$ cat src/rtl/alu_pkg.sv
// Shared definitions for the ALU operation sequencer: opcodes, instruction fields,
// flag bit positions and FSM state encoding.
package alu_pkg;

    localparam logic [3:0] OP_ADD = 4'd0;
    localparam logic [3:0] OP_SUB = 4'd1;
    localparam logic [3:0] OP_AND = 4'd2;
    localparam logic [3:0] OP_OR  = 4'd3;
    localparam logic [3:0] OP_XOR = 4'd4;
    localparam logic [3:0] OP_NOT = 4'd11;
    localparam logic [3:0] OP_LDI = 4'd15;

    localparam int OP_MSB  = 15;
    localparam int OP_LSB  = 12;
    localparam int RD_MSB  = 11;
    localparam int RD_LSB  = 9;
    localparam int RS1_MSB = 8;
    localparam int RS1_LSB = 6;
    localparam int RS2_MSB = 5;
    localparam int RS2_LSB = 3;
    localparam int IMM_MSB = 7;
    localparam int IMM_LSB = 0;

    localparam int FLG_C = 3;
    localparam int FLG_Z = 2;
    localparam int FLG_N = 1;
    localparam int FLG_V = 0;

    localparam logic [1:0] ST_IDLE = 2'd0;
    localparam logic [1:0] ST_READ = 2'd1;
    localparam logic [1:0] ST_EXEC = 2'd2;

    // LDI counts as legal; callers separate it from the ALU ops.
    function automatic logic is_legal_op(input logic [3:0] op);
        case (op)
            OP_ADD, OP_SUB, OP_AND, OP_OR, OP_XOR, OP_NOT, OP_LDI: return 1'b1;
            default:                                              return 1'b0;
        endcase
    endfunction

endpackage

$ cat src/rtl/alu_regfile.sv
// Register file: one synchronous write port, two asynchronous operand reads and an
// asynchronous debug read; cleared by the asynchronous reset.
module alu_regfile #(
    parameter int AW = 3,
    parameter int DW = 8
) (
    input  logic          clk,
    input  logic          rst_n,
    input  logic          we,
    input  logic [AW-1:0] waddr,
    input  logic [DW-1:0] wdata,
    input  logic [AW-1:0] raddr1,
    input  logic [AW-1:0] raddr2,
    input  logic [AW-1:0] dbg_addr,
    output logic [DW-1:0] rdata1,
    output logic [DW-1:0] rdata2,
    output logic [DW-1:0] dbg_data
);

    logic [DW-1:0] mem [2**AW];

    always_ff @(posedge clk or negedge rst_n) begin
        if (!rst_n) begin
            for (int i = 0; i < 2**AW; i++) begin
                mem[i] <= '0;
            end
        end else if (we) begin
            mem[waddr] <= wdata;
        end
    end

    assign rdata1   = mem[raddr1];
    assign rdata2   = mem[raddr2];
    assign dbg_data = mem[dbg_addr];

endmodule

$ cat src/rtl/alu_op_sequencer.sv
// Control stage in front of the 8-bit combinational ALU: decodes instructions, stages
// operands, writes results back and keeps the sticky {C,Z,N,V} flag register.
//
// state   | meaning
// IDLE    | ready for an instruction; LDI and illegal ops complete here
// READ    | operands and opcode loaded into the ALU input registers
// EXEC    | ALU inputs stable; result and flags captured at the closing edge
module alu_op_sequencer
    import alu_pkg::*;
#(
    parameter int         REG_AW    = 3,
    parameter int         DATA_W    = 8,
    parameter logic [3:0] FLAGS_RST = 4'b0000
) (
    input  logic              clk,
    input  logic              rst_n,
    input  logic              instr_valid,
    output logic              instr_ready,
    input  logic [15:0]       instr,
    output logic [DATA_W-1:0] alu_in1,
    output logic [DATA_W-1:0] alu_in2,
    output logic [3:0]        alu_op,
    input  logic [DATA_W-1:0] alu_out,
    input  logic [3:0]        alu_flags,
    output logic [3:0]        flags,
    output logic              done,
    output logic              err,
    input  logic [REG_AW-1:0] dbg_addr,
    output logic [DATA_W-1:0] dbg_data
);

    logic [1:0]        state;
    logic [3:0]        op_q;
    logic [REG_AW-1:0] rd_q;
    logic [REG_AW-1:0] rs1_q;
    logic [REG_AW-1:0] rs2_q;

    logic [3:0]        instr_op;
    logic [REG_AW-1:0] instr_rd;
    logic [REG_AW-1:0] instr_rs1;
    logic [REG_AW-1:0] instr_rs2;
    logic [DATA_W-1:0] instr_imm;
    logic              accept;
    logic              is_ldi;
    logic              is_alu;

    logic              rf_we;
    logic [REG_AW-1:0] rf_waddr;
    logic [DATA_W-1:0] rf_wdata;
    logic [DATA_W-1:0] rf_rdata1;
    logic [DATA_W-1:0] rf_rdata2;

    assign instr_op    = instr[OP_MSB:OP_LSB];
    assign instr_rd    = instr[RD_MSB:RD_LSB];
    assign instr_rs1   = instr[RS1_MSB:RS1_LSB];
    assign instr_rs2   = instr[RS2_MSB:RS2_LSB];
    assign instr_imm   = instr[IMM_MSB:IMM_LSB];

    assign instr_ready = (state == ST_IDLE);
    assign accept      = instr_valid && instr_ready;
    assign is_ldi      = (instr_op == OP_LDI);
    assign is_alu      = is_legal_op(instr_op) && !is_ldi;

    // LDI writes at its accept edge; ALU results write at the edge closing EXEC.
    always_comb begin
        rf_we    = 1'b0;
        rf_waddr = rd_q;
        rf_wdata = alu_out;
        if (state == ST_EXEC) begin
            rf_we = 1'b1;
        end else if (accept && is_ldi) begin
            rf_we    = 1'b1;
            rf_waddr = instr_rd;
            rf_wdata = instr_imm;
        end
    end

    alu_regfile #(
        .AW (REG_AW),
        .DW (DATA_W)
    ) u_regfile (
        .clk      (clk),
        .rst_n    (rst_n),
        .we       (rf_we),
        .waddr    (rf_waddr),
        .wdata    (rf_wdata),
        .raddr1   (rs1_q),
        .raddr2   (rs2_q),
        .dbg_addr (dbg_addr),
        .rdata1   (rf_rdata1),
        .rdata2   (rf_rdata2),
        .dbg_data (dbg_data)
    );

    always_ff @(posedge clk or negedge rst_n) begin
        if (!rst_n) begin
            state   <= ST_IDLE;
            op_q    <= '0;
            rd_q    <= '0;
            rs1_q   <= '0;
            rs2_q   <= '0;
            alu_in1 <= '0;
            alu_in2 <= '0;
            alu_op  <= '0;
            flags   <= FLAGS_RST;
            done    <= 1'b0;
            err     <= 1'b0;
        end else begin
            done <= 1'b0;
            err  <= 1'b0;
            case (state)
                ST_IDLE: begin
                    if (accept) begin
                        if (is_alu) begin
                            op_q  <= instr_op;
                            rd_q  <= instr_rd;
                            rs1_q <= instr_rs1;
                            rs2_q <= instr_rs2;
                            state <= ST_READ;
                        end else if (is_ldi) begin
                            done <= 1'b1;
                        end else begin
                            err <= 1'b1;
                        end
                    end
                end
                ST_READ: begin
                    alu_in1 <= rf_rdata1;
                    alu_in2 <= rf_rdata2;
                    alu_op  <= op_q;
                    state   <= ST_EXEC;
                end
                ST_EXEC: begin
                    // The ALU's C and V are only meaningful for ADD.
                    if (alu_op == OP_ADD) begin
                        flags <= alu_flags;
                    end else begin
                        flags[FLG_Z] <= alu_flags[FLG_Z];
                        flags[FLG_N] <= alu_flags[FLG_N];
                    end
                    done  <= 1'b1;
                    state <= ST_IDLE;
                end
                default: state <= ST_IDLE;
            endcase
        end
    end

endmodule

$ cat config.mk
export PLATFORM = sky130hd
export DESIGN_NAME = alu_op_sequencer
export DESIGN_NICKNAME = d
export VERILOG_FILES = /design/src/rtl/alu_pkg.sv /design/src/rtl/alu_regfile.sv /design/src/rtl/alu_op_sequencer.sv
export SDC_FILE = /design/constraint.sdc
export NUM_CORES = 1
export LEC_CHECK = 0
export CAP_MARGIN = 20
export CORE_MARGIN = 2
export CORE_UTILIZATION = 61
export CTS_BUF_LIST = sky130_fd_sc_hd__clkbuf_4 sky130_fd_sc_hd__clkbuf_8
export CTS_CLUSTER_DIAMETER = 120
export DETAILED_ROUTE_END_ITERATION = 6
export PLACE_DENSITY_LB_ADDON = 0.08
export SYNTH_ARGS = -nofsm -noshare
export SYNTH_HDL_FRONTEND = slang
export SYNTH_SLANG_ARGS = --single-unit
$ cat constraint.sdc
create_clock -name clk -period 5.1 [get_ports clk]
set_input_delay 0.51 -clock clk [delete_from_list [all_inputs] [get_ports clk]]
set_output_delay 0.51 -clock clk [all_outputs]
set_load 0.005 [all_outputs]
Word level (Yosys, flattened, before mapping) --
Index checks and enable logic that the tools add are counted.
Cells by class: reductions and logical operators 12, bitwise operators 4, equal/unequal tests 10, muxes and demuxes 30, $mul 0, $add $sub $neg 0, $lt $le $gt $ge 5, shift-type cells 0, divide/modulo/power cells 0
Operators with widths (count):
- $bmux W8 S3 | 3
- $mux W8 | 9
- $bwmux W64 | 1
- $demux W8 S3 | 1
- $ge A4 B4 Y1 const B | 4
- $not A3 Y4 | 4
- $mux W1 | 10
- $eq A4 B2 Y1 const B | 2
- $eq A4 B4 Y1 const B | 2
- $logic_not A4 Y1 | 2
- $reduce_or A7 Y1 | 1
- $mux W3 | 2
- $eq A4 B1 Y1 const B | 1
- $eq A4 B3 Y1 const B | 1
- $logic_and A1 B1 Y1 | 4
- $lt A4 B1 Y1 const B | 1
- $mux W2 | 2
- $ne A2 B1 Y1 const B | 2
- $pmux W2 S2 | 1
- $reduce_and A2 Y1 | 2
- $reduce_and A3 Y1 | 1
- $eq A2 B1 Y1 const B | 1
- $eq A2 B2 Y1 const B | 1
- $logic_not A2 Y1 | 1
- 2 further kinds | 2
Storage, ports and cells: output and inout port bits 35, bits in read-only memories 0, bits in latches 0, logic and storage cells 81, register bits 105, bits of input ports 34, memories kept 0, RAM bits 0

Logic depth before layout (Yosys ltp) --
depth in word-level cells 11, gate-level depth with buffers 6, depth with buffers taken out 4

Cells and area by module --
Synthesis repeated with hierarchy kept, for this count alone.
Unflattened totals: cell total of the unflattened synthesis 348, area total of the unflattened synthesis 5905.7 um^2
By module, submodules not included:
- alu_regfile | times used 1, area each 4078.9 um^2, cells each 230, seq. area each 1601.5 um^2
- alu_op_sequencer | times used 1, area each 1826.8 um^2, cells each 118, seq. area each 1026.0 um^2

Worst setup path after synthesis --
OpenSTA, ideal clock, no wires.
path kind input to output, start in dbg_addr[0], end out dbg_data[0], data required time 4590 ps, data arrival time 1824 ps, stages on the path 4, buffers on the path 2, slack 2766 ps, cell sequence buf_2 -> buf_2 -> mux4_2 -> mux2_2
Between the ends: word-level cells in the longest chain between the ends 4
Ends and longest elaborated chain:
- start, declared | RTL line alu_op_sequencer.sv:28 | input logic [REG_AW-1:0] dbg_addr,
- $not A3 Y4 (implied by the code) | RTL line alu_regfile.sv:34 | assign dbg_data = mem[dbg_addr];
- $bmux W8 S3 | RTL line alu_regfile.sv:34
- $mux W8 (implied by the code) (2 in a row) | RTL line alu_regfile.sv:34
- end, declared | RTL line alu_op_sequencer.sv:29 | output logic [DATA_W-1:0] dbg_data
No other way between the ends. The select of a mux whose other input is x is not followed.

Final worst setup path --
start in dbg_addr[1], end out dbg_data[3]
Same word-level chain as after synthesis.

==> flow_summary.json <==
{
  "syn_area_per_cell_um2": 15.22,
  "worst_setup_hold_path_clk_slew_ps": 110,
  "period_minus_slack_ps": 3204,
  "num_rows": 35,
  "synth.ff_latch_count": 105,
  "routed_wire_length_um": 12560,
  "synth-seq-area-share": 0.4666,
  "gr-total-overflow": 0,
  "synth.top_cells.by_count": "dfrtp_1, mux2_2, mux4_2",
  "tritoncts_buffer_count": 9,
  "max-cap-violations": 0,
  "worst_ir_drop_vdd_mv": 0.2335,
  "initial_antenna_violation_count": 0,
  "slew_violations": 0,
  "post_cts_hold_buffer_count": 0,
  "max_freq_ghz": 0.3121,
  "worstMarginPinSlew_ps": 886.0,
  "cts_repair_resize_count": 0,
  "most_common_cell_in_the_netlist": "dfrtp_1",
  "timing_hold_violations_final": 0,
  "fin_util": 0.7258,
  "cts_tree": "built",
  "ratio_of_cells_with_drive_above_1_in_the_final_layout": 0.4184,
  "start_util": 0.6183,
  "synth.top_cell.area_share": 0.4666,
  "ys_dominant_reg_cell": "dfrtp_1",
  "cts.root.buffer_cell": "clkbuf_8",
  "number_of_filler_instances_in_the_final_layout": 603,
  "crit_fanout": 16,
  "final_clock_skew_ps": 16.08,
  "cts_htree_levels": 3,
  "core_area_mm2": 0.009109,
  "pin_count_of_the_biggest_net_entering_global_routing": 61,
  "residual_antenna_violating_net_count_after_detailed_routing": 0,
  "cp.required_ps": 4590,
  "syn_nets": 404,
  "synthDistinctLibCells": 29,
  "final.setup.tns_ps": 0,
  "start_kind": "primary input",
  "synthTopCellsByArea": "dfrtp_1, mux2_2, mux4_2",
  "die_height_um": 100.1,
  "power-per-cell-area_mw_per_mm2": 514.9,
  "antenna-diode-count": 0,
  "async_flop_share": 1.000,
  "post_drt_via_cell_ratio": 6.507,
  "postCtsSetupBuffers": 0,
  "die_w_um": 100.1,
  "remaining_drc_errors": 0,
  "dp_hpwl_um": 8163,
  "setup.worst_path.class": "primary input to output pin",
  "drt-pass1-iter-count": 5,
  "synth.yosys.warnings": 0,
  "drt_first_iter_violations": 230,
  "netlist_area_mm2": 0.005632,
  "worst_slew_margin_rel": 0.4093,
  "port_buffers": 68,
  "synthDominantAreaCellType": "dfrtp_1",
  "finalSetupViolCount": 0,
  "number_of_enable_flip_flop_cells_after_synthesis": 0,
  "clock_sinks": 105,
  "final_net_count": 464,
  "routedWlPerCell_um": 23.00,
  "routed-via-count": 3553,
  "result_of_the_run": "complete, no violations",
  "gpl.final_weighted_congestion": 0.8145,
  "layout_worst_path_cycle_share": 0.6282,
  "clk_path_buf_depth": 2,
  "power_leakage_uw": 0.002715,
  "rsz_0062_raised_after_global_routing": "no",
  "arrival_ps": 2690,
  "top_level_ports": 69,
  "grt_pass1_vias": 3521,
  "worst_hold_path_type": "primary input to asynchronous set/reset pin",
  "grt_first_pass_wirelength_um": 19890,
  "crit_path_end_kind": "output pin",
  "post_synth_inst_count": 370,
  "r2r_cells": 4,
  "dieArea_mm2": 0.01002,
  "clock_latency_ps": 370,
  "syn2layout_area_growth_pct": 17.40,
  "globalRouteTotalUtil": 0.2684
}
-- path summary, 6_finish.rpt --
kind | start | endpoint | slack, ps
hold reg to reg | alu_in2[3]$_DFFE_PN0N_ | alu_in2[3]$_DFFE_PN0N_ | 490
setup reg to reg | state[0]$_DFFE_PN0P_ | u_regfile.mem[38]$_DFFE_PN0P_ | 2650
hold / removal | rst_n | alu_op[2]$_DFFE_PN0N_ | 130
max in group asynchronous | rst_n | u_regfile.mem[40]$_DFFE_PN0P_ | 3790
min in group clk | alu_in2[3]$_DFFE_PN0N_ | alu_in2[3]$_DFFE_PN0N_ | 490
setup / recovery | dbg_addr[1] | dbg_data[3] | 1900
-- critical path: stages --
cell and delay [ps]:
clkdlybuf4s50_1 1020, mux4_2 420, mux2_2 290, clkdlybuf4s50_1 450
-- area by class of cell --
cell class | count | area [um2] | area share
timing repair buffer | 74 | 770.7 | 0.1166
inverter | 5 | 18.77 | 0.002839
multi-input combinational | 235 | 2865 | 0.4334
clock inverter | 5 | 38.79 | 0.005867
tap | 111 | 138.9 | 0.02101
clock buffer | 11 | 151.4 | 0.02290
sequential | 105 | 2628 | 0.3974
-- kinds of logic after synthesis --
logic type,Yosys count,synth area share
compound gates,27,0.04399
buf+inv,30,0.02466
flops,105,0.4666
mux,165,0.4257
simple gates,43,0.03910
-- state kept, by name, indices dropped and copies added, names as in the netlist, 4 cells and up --
signal,cells
op_q,4
u_regfile.mem,64
alu_op,4
alu_in2,8
alu_in1,8
flags,4
-- cells in the final DEF (no fill, tap or decap), types with 2 or more instances in the layout --
cell             Yosys  final
clkinv_4             0      2
buf_16               0      2
mux2_2              96     96
and3_1               2      2
o21ai_0             17     17
buf_4                2      4
nor2_1               5      5
clkdlybuf4s50_1      0     67
o21ai_4              4      4
nand3_1              6      6
clkbuf_8             0     11
mux2i_1             16     16
inv_1                5      5
dfrtp_1            105    105
mux4_2              48     48
nand2_1             20     20
mux2_4               5      5
nor2b_1              3      3
a32oi_4              2      2
nor3b_2              2      2
-- metal layers --
layer | track usage | vias up | wire length, um
met1 | 0.4036 | 1832 | 5547
li1 | - | 1545 | -
met2 | 0.4132 | 153 | 5965
met3 | 0.02716 | 23 | 753
met4 | 0.1033 | 0 | 291
met5 | 0 | - | 0
-- power by group --
group | switching [uW] | internal [uW]
registers | 373 | 1190
clock network | 293 | 207
logic | 407 | 937
total | 1070 | 2330
-- per-stage QoR --
| stage | hold WS, ps | total power (uW) | std cells | setup slack [ps] | instance area, um2 |
|---|---|---|---|---|---|
| finish | 125.4 | 3404 | 546 | 1896 | 6611 |
| global route | 164.8 | 3604 | 546 | 1829 | 6611 |
| floorplan | 214.4 | 2356 | 370 | 2766 | 5632 |
| detailed placement | 469.7 | 2886 | 527 | 1897 | 6351 |
| global placement | 462.6 | 2830 | 527 | 1966 | 6351 |
| CTS | 149.3 | 3382 | 543 | 1888 | 6541 |
Note: power is estimated with default switching activity, not from simulation.
